## src/rtl/ring_pkt_sender_if.sv

```systemverilog
// Pop-side, credit-side and status signals of the ring packet sender.
interface ring_pkt_sender_if #(
  parameter int unsigned DATA_SIZE = 32,
  parameter int unsigned CNT_WIDTH = 8
);
  logic                 flush_i;
  logic                 rx_i;
  logic                 rx_ack_o;
  logic [DATA_SIZE-1:0] data_i;
  logic                 tx_o;
  logic                 credit_i;
  logic [DATA_SIZE-1:0] data_o;
  logic                 eop_o;
  logic                 busy_o;
  logic [CNT_WIDTH-1:0] pkt_count_o;

  // Environment side: feeds the buffer head and downstream credit.
  modport master (
    output flush_i, rx_i, data_i, credit_i,
    input  rx_ack_o, tx_o, data_o, eop_o, busy_o, pkt_count_o
  );

  // Framer side.
  modport slave (
    input  flush_i, rx_i, data_i, credit_i,
    output rx_ack_o, tx_o, data_o, eop_o, busy_o, pkt_count_o
  );
endinterface

```

## src/rtl/ring_pkt_sender.sv

```systemverilog
// Packet framer draining a ring buffer FIFO: parses header/size/payload
// words, forwards them over a credit link with end-of-packet marking, and
// counts delivered packets.
module ring_pkt_sender #(
  parameter int unsigned DATA_SIZE  = 32,
  parameter int unsigned SIZE_WIDTH = 16,
  parameter int unsigned CNT_WIDTH  = 8
) (
  input  logic             clk_i,
  input  logic             rst_ni,
  ring_pkt_sender_if.slave bus
);

  localparam int unsigned DW = DATA_SIZE;
  localparam int unsigned SW = SIZE_WIDTH;
  localparam int unsigned CW = CNT_WIDTH;

  typedef enum logic [1:0] {
    ST_HEADER,
    ST_SIZE,
    ST_PAYLOAD
  } state_e;

  state_e          state_q, state_d;
  logic [SW-1:0]   remaining_q, remaining_d;
  logic [SW-1:0]   size_field;
  logic            eop_d;
  logic            pop;
  logic            xfer;

  logic [DW-1:0]   data_q;
  logic            tx_q;
  logic            eop_q;
  logic [CW-1:0]   cnt_q;

  assign size_field = bus.data_i[SW-1:0];

  // A word leaves the output register when it is valid and credited.
  assign xfer = tx_q && bus.credit_i;

  // Pop only when the output register is free or emptying this cycle;
  // never while in reset or flushing.
  assign pop = rst_ni && bus.rx_i && !bus.flush_i && (!tx_q || bus.credit_i);

  assign bus.rx_ack_o    = pop;
  assign bus.tx_o        = tx_q;
  assign bus.data_o      = data_q;
  assign bus.eop_o       = eop_q;
  assign bus.pkt_count_o = cnt_q;
  assign bus.busy_o      = (state_q != ST_HEADER) || tx_q;

  // Parser state register.
  always_ff @(posedge clk_i or negedge rst_ni) begin
    if (!rst_ni) begin
      state_q     <= ST_HEADER;
      remaining_q <= '0;
    end else begin
      state_q     <= state_d;
      remaining_q <= remaining_d;
    end
  end

  // Parser next state and end-of-packet marking of the popped word.
  always_comb begin
    state_d     = state_q;
    remaining_d = remaining_q;
    eop_d       = 1'b0;
    if (bus.flush_i) begin
      state_d     = ST_HEADER;
      remaining_d = '0;
    end else if (pop) begin
      unique case (state_q)
        ST_HEADER: begin
          state_d = ST_SIZE;
        end
        ST_SIZE: begin
          remaining_d = size_field;
          if (size_field == '0) begin
            eop_d   = 1'b1;
            state_d = ST_HEADER;
          end else begin
            state_d = ST_PAYLOAD;
          end
        end
        ST_PAYLOAD: begin
          remaining_d = remaining_q - SW'(1);
          if (remaining_q == SW'(1)) begin
            eop_d   = 1'b1;
            state_d = ST_HEADER;
          end
        end
        default: begin
          state_d     = ST_HEADER;
          remaining_d = '0;
        end
      endcase
    end
  end

  // Output register: load on pop, drain on transfer, drop on flush.
  always_ff @(posedge clk_i or negedge rst_ni) begin
    if (!rst_ni) begin
      data_q <= '0;
      tx_q   <= 1'b0;
      eop_q  <= 1'b0;
    end else if (bus.flush_i) begin
      tx_q  <= 1'b0;
      eop_q <= 1'b0;
    end else if (pop) begin
      data_q <= bus.data_i;
      tx_q   <= 1'b1;
      eop_q  <= eop_d;
    end else if (xfer) begin
      tx_q  <= 1'b0;
      eop_q <= 1'b0;
    end
  end

  // Delivered-packet counter; an eop transfer during flush still counts.
  always_ff @(posedge clk_i or negedge rst_ni) begin
    if (!rst_ni) begin
      cnt_q <= '0;
    end else if (xfer && eop_q) begin
      cnt_q <= cnt_q + CW'(1);
    end
  end

endmodule

```

## src/flat_wrapper.sv

```systemverilog
// flat-port wrapper written by rule: the top's interface ports become plain ports
module ring_pkt_sender_flat 
#(
  parameter int unsigned DATA_SIZE  = 32,
  parameter int unsigned SIZE_WIDTH = 16,
  parameter int unsigned CNT_WIDTH  = 8
)
  (clk_i, rst_ni, bus_flush_i, bus_rx_i, bus_data_i, bus_credit_i, bus_rx_ack_o, bus_tx_o, bus_data_o, bus_eop_o, bus_busy_o, bus_pkt_count_o);
  ring_pkt_sender_if #(.DATA_SIZE(DATA_SIZE), .CNT_WIDTH(CNT_WIDTH)) bus_i ();
  input  logic clk_i;
  input  logic rst_ni;
  input wire logic [$bits(bus_i.flush_i)-1:0] bus_flush_i;
  input wire logic [$bits(bus_i.rx_i)-1:0] bus_rx_i;
  input wire logic [$bits(bus_i.data_i)-1:0] bus_data_i;
  input wire logic [$bits(bus_i.credit_i)-1:0] bus_credit_i;
  output wire logic [$bits(bus_i.rx_ack_o)-1:0] bus_rx_ack_o;
  output wire logic [$bits(bus_i.tx_o)-1:0] bus_tx_o;
  output wire logic [$bits(bus_i.data_o)-1:0] bus_data_o;
  output wire logic [$bits(bus_i.eop_o)-1:0] bus_eop_o;
  output wire logic [$bits(bus_i.busy_o)-1:0] bus_busy_o;
  output wire logic [$bits(bus_i.pkt_count_o)-1:0] bus_pkt_count_o;
  assign bus_i.flush_i = bus_flush_i;
  assign bus_i.rx_i = bus_rx_i;
  assign bus_i.data_i = bus_data_i;
  assign bus_i.credit_i = bus_credit_i;
  assign bus_rx_ack_o = bus_i.rx_ack_o;
  assign bus_tx_o = bus_i.tx_o;
  assign bus_data_o = bus_i.data_o;
  assign bus_eop_o = bus_i.eop_o;
  assign bus_busy_o = bus_i.busy_o;
  assign bus_pkt_count_o = bus_i.pkt_count_o;
  ring_pkt_sender #(.DATA_SIZE(DATA_SIZE), .SIZE_WIDTH(SIZE_WIDTH), .CNT_WIDTH(CNT_WIDTH)) u_core (.clk_i(clk_i), .rst_ni(rst_ni), .bus(bus_i));
endmodule
```

## config.mk

```make
export PLATFORM = sky130hd
export DESIGN_NAME = ring_pkt_sender_flat
export DESIGN_NICKNAME = d
export VERILOG_FILES = /design/src/rtl/ring_pkt_sender_if.sv /design/src/rtl/ring_pkt_sender.sv /design/src/flat_wrapper.sv
export SDC_FILE = /design/constraint.sdc
export NUM_CORES = 1
export LEC_CHECK = 0
export CAP_MARGIN = 20
export CORE_AREA = 2 2 94 96
export CTS_CLUSTER_DIAMETER = 30
export DETAILED_ROUTE_END_ITERATION = 10
export DIE_AREA = 0 0 96 98
export HOLD_SLACK_MARGIN = 0.1
export PLACE_DENSITY = 0.6
export SLEW_MARGIN = 20
export SYNTH_ARGS = -nofsm -noshare
export SYNTH_HDL_FRONTEND = slang
export SYNTH_SLANG_ARGS = --single-unit
```

## constraint.sdc

```tcl
create_clock -name clk_i -period 2.4 [get_ports clk_i]
set_input_delay 0.24 -clock clk_i [delete_from_list [all_inputs] [get_ports clk_i]]
set_output_delay 0.24 -clock clk_i [all_outputs]
set_load 0.005 [all_outputs]
```

==> key figures, run 1 <==
Detailed routing
  – First DRT Iteration DRCs: between 100 and 150
  – Antenna-violating nets left: 0
  – Pre-Repair DR Iteration Count: 8
  – Post-DR vias/cell: around 5.2
  – Routed len/inst: roughly 16 um
  – DRC Markers: 0
  – Final wirelength: around 7500 um
  – Via count: approximately 2400

Global route
  – First-pass GRT wire length: 12400 um
  – GRT Util Overall: 0.172
  – Initial antenna violation count: 0
  – Overflow after GRT: 0
  – Vias in the first global route: about 2400
  – Largest net degree at the start of global routing: ~50

Status
  – Status: complete, no violations

Die
  – Core area: ~8500 um2
  – Ports: between 80 and 90
  – Die ar.: 9410 um2
  – Initial core utilization: 0.338
  – Die Ht: around 100 um
  – Row cnt: 34
  – Die Wd: ~96 um

Timing
  – Fin crit period: ~2.3 ns
  – Clock skew: between 0.008 and 0.009 ns
  – Worst-margin pin slew: roughly 0.65 ns
  – Max-slew violation count: 0
  – Final setup vio count: 0
  – Total negative slack: 0 ns
  – Max Clk Rate: 434 MHz
  – Total count of hold-check failures in the final report: 0
  – Rel. slew slack: 0.565
  – Final period util: 0.960
  – Hold_ws: approximately 0.32 ns

Worst hold path
  – Worst Hold Class: in -> async

Power and ir drop
  – Clock share of power: 0.368
  – Power share of the sequential group: 0.438
  – PD cells: between 600 and 700 nW/um2
  – P_sw: approximately 620 uW
  – Pint: approximately 2100 uW
  – Combinational power share: 0.194
  – Leakage power: 0.00168 uW
  – Max IR drop VDD: 0.438 mV
  – Net Sw Frac: 0.229

Layout
  – Commonest non-fill, non-tap cell in the layout: clkdlybuf4s50_1
  – Most frequent cells in the layout: 79 x clkdlybuf4s50_1, 60 x dfrtp_1, 33 x mux2_2
  – Share of layout cells above drive strength 1: 0.183
  – Area grow syn2layout: 42.6%
  – Antenna Diode Count: 0
  – Nets: between 300 and 400

Placement
  – IO buf count: 80
  – Final GP Congestion: approximately 0.83
  – HPWL Detailed: 5390 um

Critical path
  – CP Launch Point: u_core.remaining_q[6]
  – Crit path launch type: flop
  – Critical path depth: 5
  – CP Cell Sequence: or4_1 > or4_4 > a21o_1 > or3b_1 > a21oi_1
  – Critical path's largest stage delay: between 0.5 and 0.6 ns
  – Critical Path Sink: u_core.state_q[1]
  – Critical path data arrival time: around 2.6 ns
  – Slowest cell on the critical path: or4_1
  – Worst Path Max Fanout: 6
  – Top delay family on crit path: simple AND/OR/NAND/NOR gates
  – Worst r2r path cells: 5
  – CP endpoint kind: flop
  – Buffers & Inverters on Critical Path: 0
  – Reg2reg start: u_core.remaining_q[6]
  – Reg-to-reg endpoint: u_core.state_q[1]
  – Worst setup path class: reg -> reg
  – WP data required: about 2.7 ns
  – Reg2reg setup slack: ~0.097 ns

CTS
  – Clock Path Buffers: 2
  – Clock Pin Slew Worst Setup and Hold Paths: 0.07 ns
  – Num CTS Buffers: 9
  – Clock sink total: 60
  – Root buf cell: clkbuf_8
  – Later-pin clock latency in the skew report: approximately 0.34 ns
  – H-Tree Depth: 3
  – TritonCTS clock tree: done

Synthesis
  – Synth unique cells: 40
  – Synth async-reset ratio: 1.00
  – Share of the synthesized area in the top cell type: 0.525
  – Mapped Area: ~2900 um2
  – Area leader, netlist: dfrtp_1
  – Synth area leaders: dfrtp_1 53%, mux2_2 13%, o21ai_0 3.5%
  – Seq/Total Area, Yosys: 0.525
  – Syn Area/Cell: 11.1 um2
  – Main flop type after synthesis: dfrtp_1
  – Synthesized flop and latch total: 60
  – Synth Instances: 258
  – Post-Syn Nets: between 300 and 400
  – Post-synth EDFFs: 0
  – YS warnings: 0

Run
  – Max-Cap Viols: 0
power groups by stage:
stage	Clock [uW]	Combinational [uW]	Sequential [uW]
2_1_floorplan	0	151	1210
3_3_place_gp	0	526	1200
3_5_place_dp	0	527	1200
4_1_cts	1030	531	1180
5_1_grt	1080	567	1200
6_report	995	524	1180
cell families (layout without fill, tap and decap cells):
family,count (synthesis),in the layout,share of synthesized area
AO/OA/AOI/OAI,51,51,0.112
XOR/XNOR,9,9,0.0276
adder cells (fa/ha/maj),7,7,0.0306
buffers and inverters,22,119,0.0289
flip-flops,60,60,0.525
multiplexers,34,34,0.134
AND/OR/NAND/NOR,75,75,0.142
worst min-delay path by stage:
| stage | to | slack [ns] | cells after the start |
|---|---|---|---|
| 4_1_cts | u_core.bus.pkt_count_o[5] | 0.33 | 2 |
| 3_3_place_gp | u_core.bus.tx_o | 0.17 | 1 |
| 5_1_grt | u_core.bus.pkt_count_o[4] | 0.33 | 2 |
| 6_report | u_core.bus.data_o[13] | 0.32 | 2 |
| 3_5_place_dp | u_core.bus.tx_o | 0.17 | 1 |
| 2_1_floorplan | u_core.bus.data_o[0] | -0.06 | 0 |
synthesized netlist by cell type (2+ instances only):
cell type  number
a21oi_1         7
a22oi_1         4
a31oi_1         3
a32oi_1         6
and3_1          2
clkbuf_1       12
dfrtp_1        60
ha_1            7
inv_1          10
mux2_2         33
nand2_1        14
nand2b_1        3
nand3_1        10
nand4_1         3
nand4b_1        2
nor2_1         14
nor3_1          6
nor4_1          7
o211ai_1        2
o21ai_0        20
o311ai_0        2
o31ai_1         2
or4_1           5
xnor2_1         7
xor2_1          2
repair_timing:
| item | in CTS | in global routing |
|---|---|---|
| endpoints found under the hold margin | 12 | 0 |
| endpoints found under the setup margin | 0 | 2 |
| hold buffers | 1 | 0 |
| gates resized for setup | 0 | 2 |
| buffers inserted | 0 | 1 |
stage by stage:
| stage | power (uW) | cell area (um2) | worst slack, ns | instances | util |
|---|---|---|---|---|---|
| 6_report | 2700 | 4080 | 0.0969 | 463 | 0.481 |
| 5_1_grt | 2840 | 4080 | -0.000463 | 463 | 0.481 |
| 4_1_cts | 2740 | 4060 | 0.0454 | 462 | 0.480 |
| 3_5_place_dp | 1730 | 3840 | 0.0638 | 446 | 0.453 |
| 3_3_place_gp | 1720 | 3840 | 0.125 | 446 | 0.453 |
| 2_1_floorplan | 1360 | 2860 | 0.164 | 258 | - |
routing by layer:
metal  share of wire  global-route usage  up-vias
met5               0                   0        -
met4           0.015              0.0582        0
met2            0.47               0.259       92
met3           0.068              0.0502       14
li1                -                   -     1139
met1            0.44               0.235     1176
state kept, by name, indices dropped and copies added, names as in the netlist:
name,count
u_core.bus.data_o,32
u_core.remaining_q,16
u_core.bus.pkt_count_o,8
u_core.state_q,2
u_core.bus.eop_o,1
u_core.bus.tx_o,1
area by class of cell:
type	count	area [um2]
clock inverters	4	73.8
inverters	10	37.5
flip-flops and latches	60	1500
repair buffers	94	906
fillers	803	4390
multi-input cells	176	1280
well taps	108	135
clock buffers	11	141
No activity file was read; power rests on OpenSTA's default activity.
==> run 2, diff against run 1 <==
--- a/config.mk
+++ b/config.mk
@@ -6,10 +6,10 @@
 export NUM_CORES = 1
 export LEC_CHECK = 0
 export CAP_MARGIN = 20
-export CORE_AREA = 2 2 94 96
-export CTS_CLUSTER_DIAMETER = 30
+export CORE_AREA = 3 3 95 97
+export CTS_CLUSTER_DIAMETER = 150
 export DETAILED_ROUTE_END_ITERATION = 10
-export DIE_AREA = 0 0 96 98
+export DIE_AREA = 0 0 98 100
 export HOLD_SLACK_MARGIN = 0.1
 export PLACE_DENSITY = 0.6
 export SLEW_MARGIN = 20
==> run 2 against run 1 <==
Compared with the run above: sequential share of layout area decreased by 0.22 points; register-to-register slack got worse by 0.02 ns; sequential power about the same; fmax decreased by 0.81%; setup slack got worse by 0.019 ns; count of clock-buffer cells in the layout unchanged; clock skew decreased by 0.0026 ns; combinational power increased by 1%; power increased by 0.90%; die area increased by 4.2%; utilization increased by 1.8 points.
==> key figures, run 2 (synthesis results as in run 1) <==
Status
  – Status: complete, no violations

Power and ir drop
  – PD cells: approximately 660 nW/um2
  – Max IR drop VDD: approximately 0.37 mV
  – Leakage power: 0.00169 uW

Layout
  – Share of layout cells above drive strength 1: 0.194
  – Commonest non-fill, non-tap cell in the layout: clkdlybuf4s50_1
  – FILL cells: roughly 740
  – Area grow syn2layout: 43.6%
  – Area of the multi-input gates: between 1000 and 1500 um2
  – Antenna Diode Count: 0
  – Max FFs per register: 32
  – Most frequent cells in the layout: 79 x clkdlybuf4s50_1, 59 x dfrtp_1, 33 x mux2_2
  – Storage element area: around 1500 um2
  – Nets: about 400

CTS
  – H-Tree Depth: 3
  – Clock Path Buffers: 2
  – Clock sink total: 60
  – TritonCTS clock tree: done
  – Later-pin clock latency in the skew report: 0.33 ns
  – Num CTS Buffers: 9
  – Root buf cell: clkbuf_8
  – Clock Pin Slew Worst Setup and Hold Paths: approximately 0.070 ns

Timing
  – Worst-margin pin slew: around 0.65 ns
  – Total count of hold-check failures in the final report: 0
  – Total negative slack: 0 ns
  – Max-slew violation count: 0
  – RSZ-0062 raised after global routing: false
  – Final period util: 0.967
  – Rel. slew slack: 0.569
  – Max Clk Rate: between 400 and 500 MHz
  – Fin crit period: between 2 and 2.5 ns
  – Final setup vio count: 0
  – Hold_ws: 0.451 ns
  – Clock skew: 0.00626 ns
  – Worst setup margin: 0.0783 ns

Critical path
  – Worst Path Max Fanout: 6
  – Top delay family on crit path: simple AND/OR/NAND/NOR gates
  – Buffers & Inverters on Critical Path: 0
  – CP endpoint kind: flop
  – CP Cell Sequence: or4_1 > or4_4 > a21o_1 > or3b_1 > a21oi_2
  – Critical path's largest stage delay: approximately 0.6 ns
  – Reg2reg setup slack: 0.08 ns
  – WP data required: about 2.7 ns
  – Crit path launch type: flop
  – Slowest cell on the critical path: or4_1
  – Worst setup path class: reg -> reg
  – Critical path data arrival time: about 2.6 ns

Global route
  – GRT met3 Usage: 0.0327
  – Largest net degree at the start of global routing: 51
  – Initial antenna violation count: 0
  – Global route hottest layer: met2
  – GRT Util Overall: 0.160
  – Overflow after GRT: 0
  – Vias in the first global route: 2519
  – First-pass GRT wire length: 12600 um
  – Met2 GRT Util: 0.247
  – Met1 Use GR: 0.213

Detailed routing
  – Pre-Repair DR Iteration Count: 4
  – Antenna-violating nets left: 0
  – Final wirelength: approximately 7600 um
  – Via count: 2463
  – DRC Markers: 0
  – First DRT Iteration DRCs: 153
  – Routed len/inst: ~17 um
  – Post-DR vias/cell: ~5.3

Run
  – Max-Cap Viols: 0

Placement
  – Final GP Congestion: around 0.84
  – IO buf count: 80
  – HPWL Detailed: 5520 um
  – Pre-CTS WS: 0.0930 ns

Die
  – Die Wd: ~100 um
  – Initial core utilization: 0.348
  – Die ar.: between 9000 and 10000 um2
  – Row cnt: 33
  – Die Ht: roughly 100 um
  – Core area: between 8000 and 9000 um2
  – Ports: 81

Worst hold path
  – Worst Hold Class: in -> async
-- run 2: cell count changes in the layout (fill, tap and decap cells not counted) --
cell	previous run	this run
a21oi_1	7	6
a21oi_2	0	1
buf_12	0	1
buf_2	0	1
clkbuf_1	1	0
clkbuf_4	1	0
clkbuf_8	10	11
clkinv_4	1	0
clkinvlp_4	0	1
dfrtp_1	60	59
dfrtp_2	0	1
-- run 2: worst register-to-register path: cells and delay by family, from the launching register on --
kind | cells | cell delay (ns)
flops | 1 | 0.43
simple gates | 3 | 1.52
compound gates | 2 | 0.31
-- run 2: stage by stage --
stage / utilization / area (um2) / std cells / power, uW
final: 0.499 / 4100 / 461 / 2730
after detailed placement: 0.469 / 3850 / 444 / 1730
after global routing: 0.499 / 4100 / 461 / 2860
after floorplan: - / 2860 / 258 / 1360
after CTS: 0.497 / 4090 / 460 / 2770
after global placement: 0.469 / 3850 / 444 / 1730
-- run 2: area by class of cell --
| class | count | share of cell area |
|---|---|---|
| repair buffers | 95 | 0.225 |
| multi-input cells | 176 | 0.313 |
| well taps | 105 | 0.0320 |
| clock buffers | 11 | 0.0369 |
| inverters | 10 | 0.00915 |
| flip-flops and latches | 60 | 0.366 |
| clock inverters | 4 | 0.0177 |
-- run 2: path summary, 6_finish.rpt --
kind,from,end,depth (start not counted)
min reg2reg,u_core.bus.pkt_count_o[7],u_core.bus.pkt_count_o[7],1
max,u_core.remaining_q[6],u_core.state_q[1],5
min in group clk_i,u_core.bus.pkt_count_o[7],u_core.bus.pkt_count_o[7],1
min,rst_ni,u_core.bus.pkt_count_o[6],3
max reg2reg,u_core.remaining_q[6],u_core.state_q[1],5
max in group asynchronous,rst_ni,u_core.remaining_q[0],3
-- run 2: repair_timing --
item / CTS / global route
resized for setup: 0 / 3
endpoints found under the setup margin: 0 / 1
hold buffers: 1 / 0
setup buffers: 0 / 1
endpoints found under the hold margin: 10 / 0
-- run 2: layer usage --
metal	vias to the layer above	part of all wire
met5	-	0
met4	0	0.020
met3	15	0.055
met2	77	0.47
met1	1229	0.46
li1	1142	-
-- run 2: power breakdown --
group	total [uW]	leakage (uW)	internal, uW	switching, uW
registers	1180	0.000767	1120	55.7
logic	529	0.000811	353	176
clock network	1020	0.000111	634	383
total	2730	0.00169	2110	614
